File: src/rtl/pipe_pkg.sv
// pipe_pkg: shared control-bundle layouts and NOP values for the
// inter-stage registers (IF/ID, ID/EX, EX/MEM, MEM/WB).
package pipe_pkg;

  // occupancy encoding doubles as the stage state
  typedef enum logic [1:0] {
    ST_EMPTY = 2'd0,
    ST_ONE   = 2'd1,
    ST_TWO   = 2'd2
  } slot_state_e;

  // control widths per boundary
  localparam int IFID_CTRL_W  = 8;
  localparam int IDEX_CTRL_W  = 40;
  localparam int EXMEM_CTRL_W = 24;
  localparam int MEMWB_CTRL_W = 8;

  // IF/ID control fields
  localparam int IFID_PANIC = 0;
  localparam int IFID_IRET  = 1;

  // ID/EX control fields (offset of lsb)
  localparam int IDEX_ALU_OP        = 0;
  localparam int IDEX_ALU_OP_W      = 4;
  localparam int IDEX_USE_IMM       = 4;
  localparam int IDEX_WRITE_REG     = 5;
  localparam int IDEX_LOAD          = 6;
  localparam int IDEX_STORE         = 7;
  localparam int IDEX_MEM_SIZE      = 8;
  localparam int IDEX_MEM_SIZE_W    = 2;
  localparam int IDEX_LOAD_UNSIGNED = 10;
  localparam int IDEX_BRANCH        = 11;
  localparam int IDEX_BRANCH_OP     = 12;
  localparam int IDEX_BRANCH_OP_W   = 3;
  localparam int IDEX_JUMP          = 15;
  localparam int IDEX_PANIC         = 16;
  localparam int IDEX_MOV_RM        = 17;
  localparam int IDEX_TLBWRITE      = 18;
  localparam int IDEX_IRET          = 19;
  localparam int IDEX_RD            = 20;
  localparam int IDEX_RS1           = 25;
  localparam int IDEX_RS2           = 30;
  localparam int IDEX_REG_W         = 5;

  // EX/MEM control fields
  localparam int EXMEM_WRITE_REG     = 0;
  localparam int EXMEM_LOAD          = 1;
  localparam int EXMEM_STORE         = 2;
  localparam int EXMEM_MEM_SIZE      = 3;
  localparam int EXMEM_LOAD_UNSIGNED = 5;
  localparam int EXMEM_PANIC         = 6;
  localparam int EXMEM_MOV_RM        = 7;
  localparam int EXMEM_TLBWRITE      = 8;
  localparam int EXMEM_IRET          = 9;
  localparam int EXMEM_RD            = 10;

  // MEM/WB control fields
  localparam int MEMWB_WRITE_REG = 0;
  localparam int MEMWB_RD        = 1;

  // NOPs: mem_size defaults to word so an idle slot never
  // presents a sub-word access encoding
  localparam logic [IFID_CTRL_W-1:0] IFID_CTRL_NOP = '0;
  localparam logic [IDEX_CTRL_W-1:0] IDEX_CTRL_NOP =
    IDEX_CTRL_W'(2'b10) << IDEX_MEM_SIZE;
  localparam logic [EXMEM_CTRL_W-1:0] EXMEM_CTRL_NOP =
    EXMEM_CTRL_W'(2'b10) << EXMEM_MEM_SIZE;
  localparam logic [MEMWB_CTRL_W-1:0] MEMWB_CTRL_NOP = '0;

endpackage

File: src/rtl/pipe_slot.sv
// pipe_slot: one data+ctrl register. load takes d_*, clear resets
// ctrl to CTRL_NOP while keeping data; otherwise holds.
module pipe_slot
  import pipe_pkg::*;
#(
  parameter int DATA_W = 160,
  parameter int CTRL_W = 40,
  parameter logic [CTRL_W-1:0] CTRL_NOP = '0
) (
  input  logic              clk,
  input  logic              reset_n,
  input  logic              load,
  input  logic              clear,
  input  logic [DATA_W-1:0] d_data,
  input  logic [CTRL_W-1:0] d_ctrl,
  output logic [DATA_W-1:0] q_data,
  output logic [CTRL_W-1:0] q_ctrl
);

  always_ff @(posedge clk or negedge reset_n) begin
    if (!reset_n) begin
      q_data <= '0;
      q_ctrl <= CTRL_NOP;
    end else if (clear) begin
      q_ctrl <= CTRL_NOP;
    end else if (load) begin
      q_data <= d_data;
      q_ctrl <= d_ctrl;
    end
  end

endmodule

File: src/rtl/pipe_stage_reg.sv
// pipe_stage_reg: handshaked stage register with bubble, flush and
// optional skid slot.
// Ports: in_* upstream beat/handshake, in_bubble/in_flush controls,
// out_* downstream beat/handshake, occupancy = held beats (0..2).
module pipe_stage_reg
  import pipe_pkg::*;
#(
  parameter int DATA_W = 160,
  parameter int CTRL_W = 40,
  parameter logic [CTRL_W-1:0] CTRL_NOP = '0,
  parameter int unsigned SKID = 1
) (
  input  logic              clk,
  input  logic              reset_n,
  input  logic              in_valid,
  output logic              in_ready,
  input  logic [DATA_W-1:0] in_data,
  input  logic [CTRL_W-1:0] in_ctrl,
  input  logic              in_bubble,
  input  logic              in_flush,
  output logic              out_valid,
  input  logic              out_ready,
  output logic [DATA_W-1:0] out_data,
  output logic [CTRL_W-1:0] out_ctrl,
  output logic [1:0]        occupancy
);

  slot_state_e state_q, state_d;

  logic acc, drain, adv, bub;
  logic main_ld, main_clr, main_from_skid;
  logic skid_ld, skid_clr;

  logic [DATA_W-1:0] main_d_data, skid_q_data;
  logic [CTRL_W-1:0] main_d_ctrl, skid_q_ctrl;

  assign out_valid = (state_q != ST_EMPTY);
  assign occupancy = state_q;
  assign adv   = !out_valid | out_ready;
  assign drain = out_valid & out_ready;
  assign acc   = in_valid & in_ready;
  assign bub   = in_bubble & adv;

  always_ff @(posedge clk or negedge reset_n) begin
    if (!reset_n) state_q <= ST_EMPTY;
    else          state_q <= state_d;
  end

  // With SKID=0 state TWO is unreachable: in_ready already
  // requires the main slot to advance, so ONE+accept is a reload.
  always_comb begin
    state_d        = state_q;
    main_ld        = 1'b0;
    main_clr       = 1'b0;
    main_from_skid = 1'b0;
    skid_ld        = 1'b0;
    skid_clr       = 1'b0;
    if (in_flush) begin
      state_d  = ST_EMPTY;
      main_clr = 1'b1;
      skid_clr = 1'b1;
    end else if (bub) begin
      // NOP enters main ahead of anything in skid
      main_clr = 1'b1;
      if (state_q == ST_TWO) begin
        state_d = ST_TWO;
      end else if (acc) begin
        skid_ld = 1'b1;
        state_d = ST_TWO;
      end else begin
        state_d = ST_ONE;
      end
    end else begin
      unique case (state_q)
        ST_EMPTY: begin
          if (acc) begin
            main_ld = 1'b1;
            state_d = ST_ONE;
          end
        end
        ST_ONE: begin
          if (acc && drain) begin
            main_ld = 1'b1;
          end else if (acc) begin
            skid_ld = 1'b1;
            state_d = ST_TWO;
          end else if (drain) begin
            state_d = ST_EMPTY;
          end
        end
        ST_TWO: begin
          if (drain) begin
            main_ld        = 1'b1;
            main_from_skid = 1'b1;
            state_d        = ST_ONE;
          end
        end
        default: state_d = ST_EMPTY;
      endcase
    end
  end

  assign main_d_data = main_from_skid ? skid_q_data : in_data;
  assign main_d_ctrl = main_from_skid ? skid_q_ctrl : in_ctrl;

  pipe_slot #(
    .DATA_W   (DATA_W),
    .CTRL_W   (CTRL_W),
    .CTRL_NOP (CTRL_NOP)
  ) u_main (
    .clk     (clk),
    .reset_n (reset_n),
    .load    (main_ld),
    .clear   (main_clr),
    .d_data  (main_d_data),
    .d_ctrl  (main_d_ctrl),
    .q_data  (out_data),
    .q_ctrl  (out_ctrl)
  );

  if (SKID != 0) begin : g_skid
    logic rdy_q;

    // ready is a flop: next state not TWO
    always_ff @(posedge clk or negedge reset_n) begin
      if (!reset_n) rdy_q <= 1'b1;
      else          rdy_q <= (state_d != ST_TWO);
    end

    assign in_ready = rdy_q;

    pipe_slot #(
      .DATA_W   (DATA_W),
      .CTRL_W   (CTRL_W),
      .CTRL_NOP (CTRL_NOP)
    ) u_skid (
      .clk     (clk),
      .reset_n (reset_n),
      .load    (skid_ld),
      .clear   (skid_clr),
      .d_data  (in_data),
      .d_ctrl  (in_ctrl),
      .q_data  (skid_q_data),
      .q_ctrl  (skid_q_ctrl)
    );
  end else begin : g_noskid
    logic unused_skid;

    assign in_ready    = adv & !in_bubble;
    assign skid_q_data = '0;
    assign skid_q_ctrl = CTRL_NOP;
    assign unused_skid = skid_ld | skid_clr;
  end

endmodule

File: config.mk
export PLATFORM = sky130hd
export DESIGN_NAME = pipe_stage_reg
export DESIGN_NICKNAME = d
export VERILOG_FILES = /design/src/rtl/pipe_pkg.sv /design/src/rtl/pipe_slot.sv /design/src/rtl/pipe_stage_reg.sv
export SDC_FILE = /design/constraint.sdc
export NUM_CORES = 1
export LEC_CHECK = 0
export CAP_MARGIN = 20
export CORE_ASPECT_RATIO = 0.5
export CORE_MARGIN = 2
export CORE_UTILIZATION = 45
export DETAILED_ROUTE_END_ITERATION = 6
export HOLD_SLACK_MARGIN = 0.05
export PLACE_DENSITY = 0.85
export SYNTH_ARGS = -nofsm -noshare
export SYNTH_HDL_FRONTEND = slang
export SYNTH_SLANG_ARGS = --single-unit
export TNS_END_PERCENT = 10
File: constraint.sdc
create_clock -name clk -period 3.6 [get_ports clk]
set_clock_uncertainty 0.05 [all_clocks]
set_input_delay 0.72 -clock clk [delete_from_list [all_inputs] [get_ports clk]]
set_output_delay 0.72 -clock clk [all_outputs]
set_load 0.03 [all_outputs]
==> impl_metrics.toml, run 1 <==
[synth]
synth_edf_count = 0
yosysSeqAreaShare_pct = 60.90
synth_area_sq_um = 16560
synth_flop_cell = "dfrtp_1"
syn_nets = 1473
ys_seq_elements = 403
async_reset_ff_share_pct = 100.0
synth.distinct_cells = 33
syn_avg_cell_area_sq_um = 13.07
postSynthCellCount = 1267
ys_warn_count = 0

[critical_path]
crit_path_start_kind = "flip-flop"
reg2reg_slack_ps = 1100
worstReg2RegEnd = "g_skid.u_skid.q_data[122]$_DFFE_PN0P_"
crit_type = "flip-flop to primary output"
timing.rr.start = "occupancy[0]$_DFF_PN0_"
cp.arrival_ps = 2000
cp.required_ps = 2830
crit_path_end_kind = "primary output"
r2r_cells = 6
crit_fanout = 10

[route]
ant_nets = 0
first_pass_iters = 5
drtIter0Drc = 898
via_per_inst = 5.801
num_vias = 12460
drc = 0
wirelength_um = 47760
wl_per_cell_um = 22.23

[sta]
finalSetupViolations = 0
rsz0062_at_grt = "false"
fin_setup_tns_ps = 0
maxSlewViolCount = 0
period_share_pct = 76.86
fin_crit_ps = 2767
fmax_ghz = 0.3614
tightestPinTransition_ps = 798.0
whs_ps = 163.5
relSlewSlack_pct = 46.80
hold_viol_final = 0

[cts]
clockRootBuffer = "clkbuf_16"
cts_tree = "yes"
cts_resized = 0
clk_path_buf_depth = 3
numClockSinks = 403
h-tree-depth = 2
cts.clk_slew.worst_paths_ps = 60
postCtsSetupBuffers = 0
cts_made_buffers = 39
cts_hold_buf = 0
insertion_delay_ps = 530

[power]
switching_share_pct = 32.64
p_int_uw = 10470
powerDensity_nw_per_um2 = 691.4
max-vdd-ir-drop_mv = 0.3178
pwr-share-comb_pct = 32.0
p_leak_uw = 0.009209
power.clock.fraction_pct = 26.9
p_total_uw = 15540
power.switching_uw = 5072
seq_power_share_pct = 41.1

[final_layout]
layout-drive-gt1-share_pct = 9.952
final_common_cell = "clkdlybuf4s50_1"
layout_common_cells = "clkdlybuf4s50_1 (407), dfrtp_1 (402), o22ai_1 (200)"
final_nets = 1837
area_growth_pct = 35.71
fin_cells = 2148
design_area_sq_um = 22470

[floorplan]
initial_core_util_pct = 45.86
core_sq_um = 36110
dieArea_sq_um = 38450
rows = 49
die_w_um = 275.3
die_h_um = 139.7
io_pins = 410

[outcome]
outcome = "finished, final reports clean"

[global_routing]
grt_pass1_wl_um = 74310
antenna_found_initial = 6
grt_max_degree = 111
grt_overflow = 0
track_usage_pct = 24.46
grt_pass1_vias = 13070

[placed_design]
dp.cells = 2074
numPortBuffers = 409
place_hpwl_um = 30650
gp_congestion = 0.8431
place_area_sq_um = 21160

[hold_path]
hold_class = "input pin to asynchronous set/reset pin"

[flow_run]
maxCapViolCount = 0
==> synth_stat cells, types with 2 or more instances <==
library cell | number | area, sq um
buf_4 | 12 | 90.09
o21bai_1 | 2 | 15.01
buf_2 | 28 | 140.1
nor2_1 | 42 | 157.7
mux2_1 | 100 | 1126
or3_1 | 2 | 12.51
dfrtp_1 | 402 | 10060
a2bb2oi_1 | 160 | 1401
clkbuf_1 | 62 | 232.7
nor3_1 | 40 | 200.2
buf_1 | 7 | 26.28
mux2i_1 | 40 | 400.4
nand2b_1 | 82 | 513.0
mux2_2 | 60 | 675.7
buf_6 | 10 | 112.6
o22ai_1 | 200 | 1251
a21oi_1 | 2 | 10.01
==> worst max-delay path, cell delays in order, from the launching register on <==
cell and delay (ps):
dfrtp_1 530, or2_2 350, clkdlybuf4s50_1 590
==> worst max-delay path by stage <==
stage                      startpoint                                    end  slack, ps
3_3_place_gp                out_ready   g_skid.u_skid.q_data[33]$_DFFE_PN0P_        540
5_1_grt        occupancy[1]$_DFF_PN0_                              out_valid        780
3_5_place_dp                out_ready  g_skid.u_skid.q_data[122]$_DFFE_PN0P_        440
4_1_cts        occupancy[1]$_DFF_PN0_                              out_valid        810
6_report       occupancy[1]$_DFF_PN0_                              out_valid        830
2_1_floorplan               in_bubble  g_skid.u_skid.q_data[100]$_DFFE_PN0P_       1300
==> power groups by stage <==
stage / sequential [uW] / clock (uW) / combinational (uW)
4_1_cts: 6390 / 4270 / 4990
2_1_floorplan: 7600 / 0 / 1520
3_3_place_gp: 6380 / 0 / 4870
5_1_grt: 6530 / 4440 / 5190
6_report: 6390 / 4180 / 4970
3_5_place_dp: 6440 / 0 / 4970
==> state kept, by name, summed over array words and instances (netlist names) <==
register / count
in_ready: 1
u_main.q_data: 160
occupancy: 2
u_main.q_ctrl: 40
g_skid.u_skid.q_ctrl: 40
g_skid.u_skid.q_data: 160
==> cell type report <==
type                    instances  area (sq um)
fillers                      2718         13640
repair buffers                442          4542
clock buffers                  58          1190
multi-input cells             744          5926
diodes                          6         15.01
clock inverters                10         106.4
inverters                       1         3.754
flip-flops and latches        403         10090
well taps                     484         605.6
==> per-stage QoR <==
stage                     utilization (%)  setup WS, ps
after CTS                           62.19         807.7
after global placement              58.61         535.8
after floorplan                         -          1300
after detailed placement            58.61         441.2
final                               62.24         833.2
after global routing                62.24         777.0
==> routing by layer <==
| layer | global-route usage (%) | up-vias | wire (um) |
|---|---|---|---|
| met4 | 15.28 | 0 | 3106 |
| met5 | 0 | - | 0 |
| met2 | 40.56 | 345 | 23830 |
| li1 | - | 5524 | - |
| met1 | 30.04 | 6424 | 19100 |
| met3 | 3.917 | 168 | 1722 |
==> cell families after synthesis <==
family / synth area share [%]
AO/OA/AOI/OAI: 16.53
buffers and inverters: 3.657
flip-flops: 60.90
multiplexers: 13.30
XOR/XNOR: 0.05290
AND/OR/NAND/NOR: 5.561
No activity file was read; power rests on OpenSTA's default activity.
==> inputs of run 2 (changes only) <==
--- a/config.mk
+++ b/config.mk
@@ -11,7 +11,7 @@
 export CORE_UTILIZATION = 45
 export DETAILED_ROUTE_END_ITERATION = 6
 export HOLD_SLACK_MARGIN = 0.05
-export PLACE_DENSITY = 0.85
+export PLACE_DENSITY = 0.88
 export SYNTH_ARGS = -nofsm -noshare
 export SYNTH_HDL_FRONTEND = slang
 export SYNTH_SLANG_ARGS = --single-unit
==> constraint.sdc (replaced) <==
create_clock -name clk -period 2.5 [get_ports clk]
set_clock_uncertainty 0.05 [all_clocks]
set_input_delay 0.5 -clock clk [delete_from_list [all_inputs] [get_ports clk]]
set_output_delay 0.5 -clock clk [all_outputs]
set_load 0.03 [all_outputs]
==> impl_metrics.toml, run 2 (synthesized netlist as in run 1, its figures left out) <==
[critical_path]
timing.rr.start = "occupancy[0]$_DFF_PN0_"
cp.required_ps = 1950
crit_type = "flip-flop to primary output"
cp.arrival_ps = 1780
slowest_stage = "clkdlybuf4s50_1"
reg2reg_slack_ps = 340
path_delay_family = "buffers and inverters"
crit_fanout = 2
max_stage_delay_ps = 700
worstReg2RegEnd = "g_skid.u_skid.q_data[122]$_DFFE_PN0P_"
cp_num_buf_inv = 1
worstPathCellList = "clkdlybuf4s50_1"
r2r_cells = 6
crit_path_end_kind = "primary output"
crit_path_start_kind = "flip-flop"
cp_num_cells = 1

[sta]
tightestPinTransition_ps = 606.2
fmax_ghz = 0.4290
fin_crit_ps = 2331
hold_viol_final = 0
rsz0062_at_grt = "false"
fin_ws_ps = 169.1
finalSetupViolations = 0
maxSlewViolCount = 0
relSlewSlack_pct = 59.59
period_share_pct = 93.24

[final_layout]
multiInputGateArea_sq_um = 5926
final_common_cell = "clkdlybuf4s50_1"
layout.area.seq_sq_um = 10090
fin_cells = 2194
layout-drive-gt1-share_pct = 12.04
area_growth_pct = 39.12
design_area_sq_um = 23040
nFillCells = 2584
final_util_pct = 63.80
layout_common_cells = "clkdlybuf4s50_1 (406), dfrtp_1 (401), o22ai_1 (200)"
final_nets = 1881
top_regs = "g_skid.u_skid.q_data (160), u_main.q_data (160)"

[global_routing]
grt_overflow = 0
antenna_found_initial = 7
grt_pass1_vias = 13580
track_usage_pct = 25.75
grt_max_degree = 119
grt_pass1_wl_um = 78240

[outcome]
outcome = "finished, final reports clean"

[route]
drc = 0
wl_per_cell_um = 22.68
ant_nets = 0
via_per_inst = 5.837
num_vias = 12810
drtIter0Drc = 989
wirelength_um = 49760
first_pass_iters = 4

[cts]
cts.clk_slew.worst_paths_ps = 60
postCtsSetupBuffers = 0
h-tree-depth = 2
clockRootBuffer = "clkbuf_16"
numClockSinks = 403
cts_made_buffers = 39
cts_tree = "yes"
insertion_delay_ps = 540
clk_path_buf_depth = 3

[floorplan]
dieArea_sq_um = 38450
initial_core_util_pct = 45.86
die_h_um = 139.7
core_sq_um = 36110
die_w_um = 275.3
io_pins = 410
rows = 49

[placed_design]
place_hpwl_um = 33110
pre_cts_ws_ps = -93.16
place_area_sq_um = 21710
numPortBuffers = 409
dp.cells = 2117
gp_congestion = 0.8817

[hold_path]
whs_path_depth = 2
holdCritStartpoint = "in_flush"
holdPathEnd = "occupancy[0]$_DFF_PN0_"
hold_class = "input pin to flip-flop"

[power]
powerDensity_nw_per_um2 = 983.8
max-vdd-ir-drop_mv = 0.6543
p_leak_uw = 0.009482
p_total_uw = 22670

[flow_run]
maxCapViolCount = 0
-- run 2: changes by cell type in the layout (fill, tap and decap cells not counted), sizes merged --
cell / previous run / this run
buf: 35 / 78
dlygate4sd2: 0 / 1
diode: 6 / 7
clkbuf: 58 / 57
bufinv: 2 / 4
dlygate4sd3: 0 / 1
clkinv: 6 / 3
clkinvlp: 1 / 3
inv: 2 / 3
clkdlybuf4s50: 407 / 406
-- run 2: layout make-up --
| cell class | instances | share of cell area (%) |
|---|---|---|
| Tap cell | 484 | 2.628 |
| Antenna cell | 7 | 0.07603 |
| Sequential cell | 403 | 43.78 |
| Clock inverter | 12 | 0.8092 |
| Inverter | 1 | 0.01629 |
| Timing Repair Buffer | 486 | 22.13 |
| Clock buffer | 57 | 4.839 |
| Multi-Input combinational cell | 744 | 25.72 |
-- run 2: worst max-delay path by stage --
stage                                       from  slack (ps)                               endpoint
after floorplan           occupancy[0]$_DFF_PN0_         340  g_skid.u_skid.q_data[100]$_DFFE_PN0P_
after global placement                 out_ready         -30   g_skid.u_skid.q_data[72]$_DFFE_PN0P_
after detailed placement               out_ready         -90  g_skid.u_skid.q_data[120]$_DFFE_PN0P_
after CTS                 occupancy[1]$_DFF_PN0_          30                           occupancy[1]
after global routing          in_ready$_DFF_PN1_         120                               in_ready
final                         in_ready$_DFF_PN1_         170                               in_ready
-- run 2: power by group --
part | internal (uW) | switching [uW] | total, uW
combinational | 3430 | 3850 | 7280
clock | 3530 | 2570 | 6100
sequential | 8240 | 1040 | 9280
-- run 2: routing by layer --
| layer | wire length, um | global-route usage, % | part of all wire [%] | vias to the layer above |
|---|---|---|---|---|
| li1 | - | - | - | 5609 |
| met1 | 19930 | 32.17 | 40 | 6600 |
| met2 | 24860 | 42.53 | 50 | 407 |
| met3 | 1870 | 3.814 | 3.8 | 191 |
| met4 | 3100 | 15.68 | 6.2 | 0 |
| met5 | 0 | 0 | 0 | - |
-- run 2: what timing repair did --
item	CTS	global route
resized for setup	1	1
cloned	0	0
hold buffers	1	0
endpoints found under the setup margin	1	1
endpoints found under the hold margin	22	0
-- run 2: through the flow --
stage | hold WS (ps) | setup TNS [ps]
floorplan | 154.4 | 0
global placement | 336.8 | -1705
detailed placement | 337.2 | -9588
CTS | 295.4 | 0
global route | 322.6 | 0
finish | 330.8 | 0
==> inputs of run 3 (changes only) <==
--- a/config.mk
+++ b/config.mk
@@ -11,7 +11,7 @@
 export CORE_UTILIZATION = 45
 export DETAILED_ROUTE_END_ITERATION = 6
 export HOLD_SLACK_MARGIN = 0.05
-export PLACE_DENSITY = 0.88
+export PLACE_DENSITY = 0.85
 export SYNTH_ARGS = -nofsm -noshare
 export SYNTH_HDL_FRONTEND = slang
 export SYNTH_SLANG_ARGS = --single-unit
==> constraint.sdc (replaced) <==
create_clock -name clk -period 2.3 [get_ports clk]
set_clock_uncertainty 0.05 [all_clocks]
set_input_delay 0.46 -clock clk [delete_from_list [all_inputs] [get_ports clk]]
set_output_delay 0.46 -clock clk [all_outputs]
set_load 0.03 [all_outputs]
==> impl_metrics.toml, run 3 (synthesized netlist as in run 1, its figures left out) <==
[global_routing]
grt_overflow = 0
antenna_found_initial = 7
grt_pass1_wl_um = 76730
grt_pass1_vias = 13360
track_usage_pct = 25.25
grt_max_degree = 84

[critical_path]
max_stage_delay_ps = 500
crit_path_end_kind = "primary output"
cp.required_ps = 1790
reg2reg_slack_ps = 230
worstPathCellList = "or2_2 -> dlygate4sd2_1"
slowest_stage = "dfrtp_2"
cp.arrival_ps = 1710
crit_path_start_kind = "flip-flop"
crit_type = "flip-flop to primary output"
crit_fanout = 10

[route]
via_per_inst = 5.769
drc = 0
num_vias = 12720
ant_nets = 0
wirelength_um = 48850
drtIter0Drc = 906
wl_per_cell_um = 22.16
first_pass_iters = 4

[sta]
fmax_ghz = 0.4511
finalSetupViolations = 0
period_share_pct = 96.39
relSlewSlack_pct = 59.23
maxSlewViolCount = 0
tightestPinTransition_ps = 611.6
fin_crit_ps = 2217
rsz0062_at_grt = "false"
hold_viol_final = 0

[floorplan]
die_h_um = 139.7
io_pins = 410
dieArea_sq_um = 38450
core_sq_um = 36110
initial_core_util_pct = 45.86
rows = 49
die_w_um = 275.3

[final_layout]
design_area_sq_um = 23230
final_common_cell = "clkdlybuf4s50_1"
final_nets = 1892
area_growth_pct = 40.27
layout-drive-gt1-share_pct = 12.84
top_regs = "g_skid.u_skid.q_data (160), u_main.q_data (160)"
layout_common_cells = "clkdlybuf4s50_1 (404), dfrtp_1 (401), o22ai_1 (200)"

[power]
power.switching_uw = 8025
switching_share_pct = 32.66
seq_power_share_pct = 40.8
max-vdd-ir-drop_mv = 0.5503
p_leak_uw = 0.009599
power.clock.fraction_pct = 26.7
powerDensity_nw_per_um2 = 1058
p_total_uw = 24570
pwr-share-comb_pct = 32.5
p_int_uw = 16550

[cts]
cts_tree = "yes"
h-tree-depth = 2
cts_made_buffers = 38
numClockSinks = 403
insertion_delay_ps = 530
clk_path_buf_depth = 3
clockRootBuffer = "clkbuf_16"
cts.clk_slew.worst_paths_ps = 60
postCtsSetupBuffers = 0

[placed_design]
place_area_sq_um = 21930
place_hpwl_um = 33420
gp_congestion = 0.8742
numPortBuffers = 409

[outcome]
outcome = "finished, final reports clean"

[flow_run]
maxCapViolCount = 0

[hold_path]
hold_class = "input pin to flip-flop"
==> run 3: critical path, delay by kind of cell, from the launching register on <==
| family | cells | cell delay [ps] |
|---|---|---|
| DFF | 1 | 500 |
| buffers and inverters | 1 | 360 |
| and+or+nand+nor | 1 | 320 |
==> run 3: timing repair <==
action | in CTS | in global routing
hold buffers | 1 | 0
hold endpoints to repair | 47 | 0
resized for setup | 3 | 1
endpoints found under the setup margin | 3 | 1
==> run 3: power by group through the flow <==
stage | Combinational (uW) | Clock (uW) | Sequential (uW)
floorplan | 2370 | 0 | 11900
global placement | 7820 | 0 | 10000
detailed placement | 7990 | 0 | 10100
CTS | 8030 | 6670 | 10000
global route | 8350 | 6980 | 10200
finish | 7990 | 6550 | 10000
==> run 3: cell type report <==
| class | instances | area [sq um] |
|---|---|---|
| diodes | 7 | 17.52 |
| clock buffers | 54 | 1102 |
| clock inverters | 14 | 176.4 |
| fillers | 2628 | 12880 |
| inverters | 1 | 3.754 |
| multi-input cells | 744 | 5926 |
| flip-flops and latches | 403 | 10090 |
| well taps | 484 | 605.6 |
| repair buffers | 498 | 5311 |
==> run 3: stage by stage <==
step / setup slack, ps / util [%] / setup TNS [ps] / hold WS (ps) / instances
6_report: 82.99 / 64.33 / 0 / 279.3 / 2205
5_1_grt: 32.17 / 64.33 / 0 / 303.5 / 2205
4_1_cts: 14.65 / 64.28 / 0 / 260.4 / 2198
3_5_place_dp: -307.9 / 60.72 / -65190 / 369.6 / 2129
3_3_place_gp: -223.2 / 60.72 / -49850 / 371.0 / 2129
2_1_floorplan: 135.1 / - / 0 / 114.4 / 1267
==> run 3: worst paths after layout <==
check / cells past startpoint / end / start
worst max-delay path: 2 / out_valid / occupancy[1]$_DFF_PN0_
worst min-delay path: 2 / occupancy[0]$_DFF_PN0_ / in_flush
worst max register to register: 5 / g_skid.u_skid.q_data[69]$_DFFE_PN0P_ / occupancy[1]$_DFF_PN0_
worst min register to register: 1 / g_skid.u_skid.q_data[120]$_DFFE_PN0P_ / g_skid.u_skid.q_data[120]$_DFFE_PN0P_
max in group asynchronous: 3 / g_skid.u_skid.q_data[12]$_DFFE_PN0P_ / reset_n
min in group asynchronous: 2 / g_skid.u_skid.q_data[80]$_DFFE_PN0P_ / reset_n
==> run 3: metal layers <==
metal  share of wire, %  track usage [%]
met1                 40            31.42
met2                 50            42.04
met3                4.0            3.917
met4                6.0            14.65
met5                  0                0
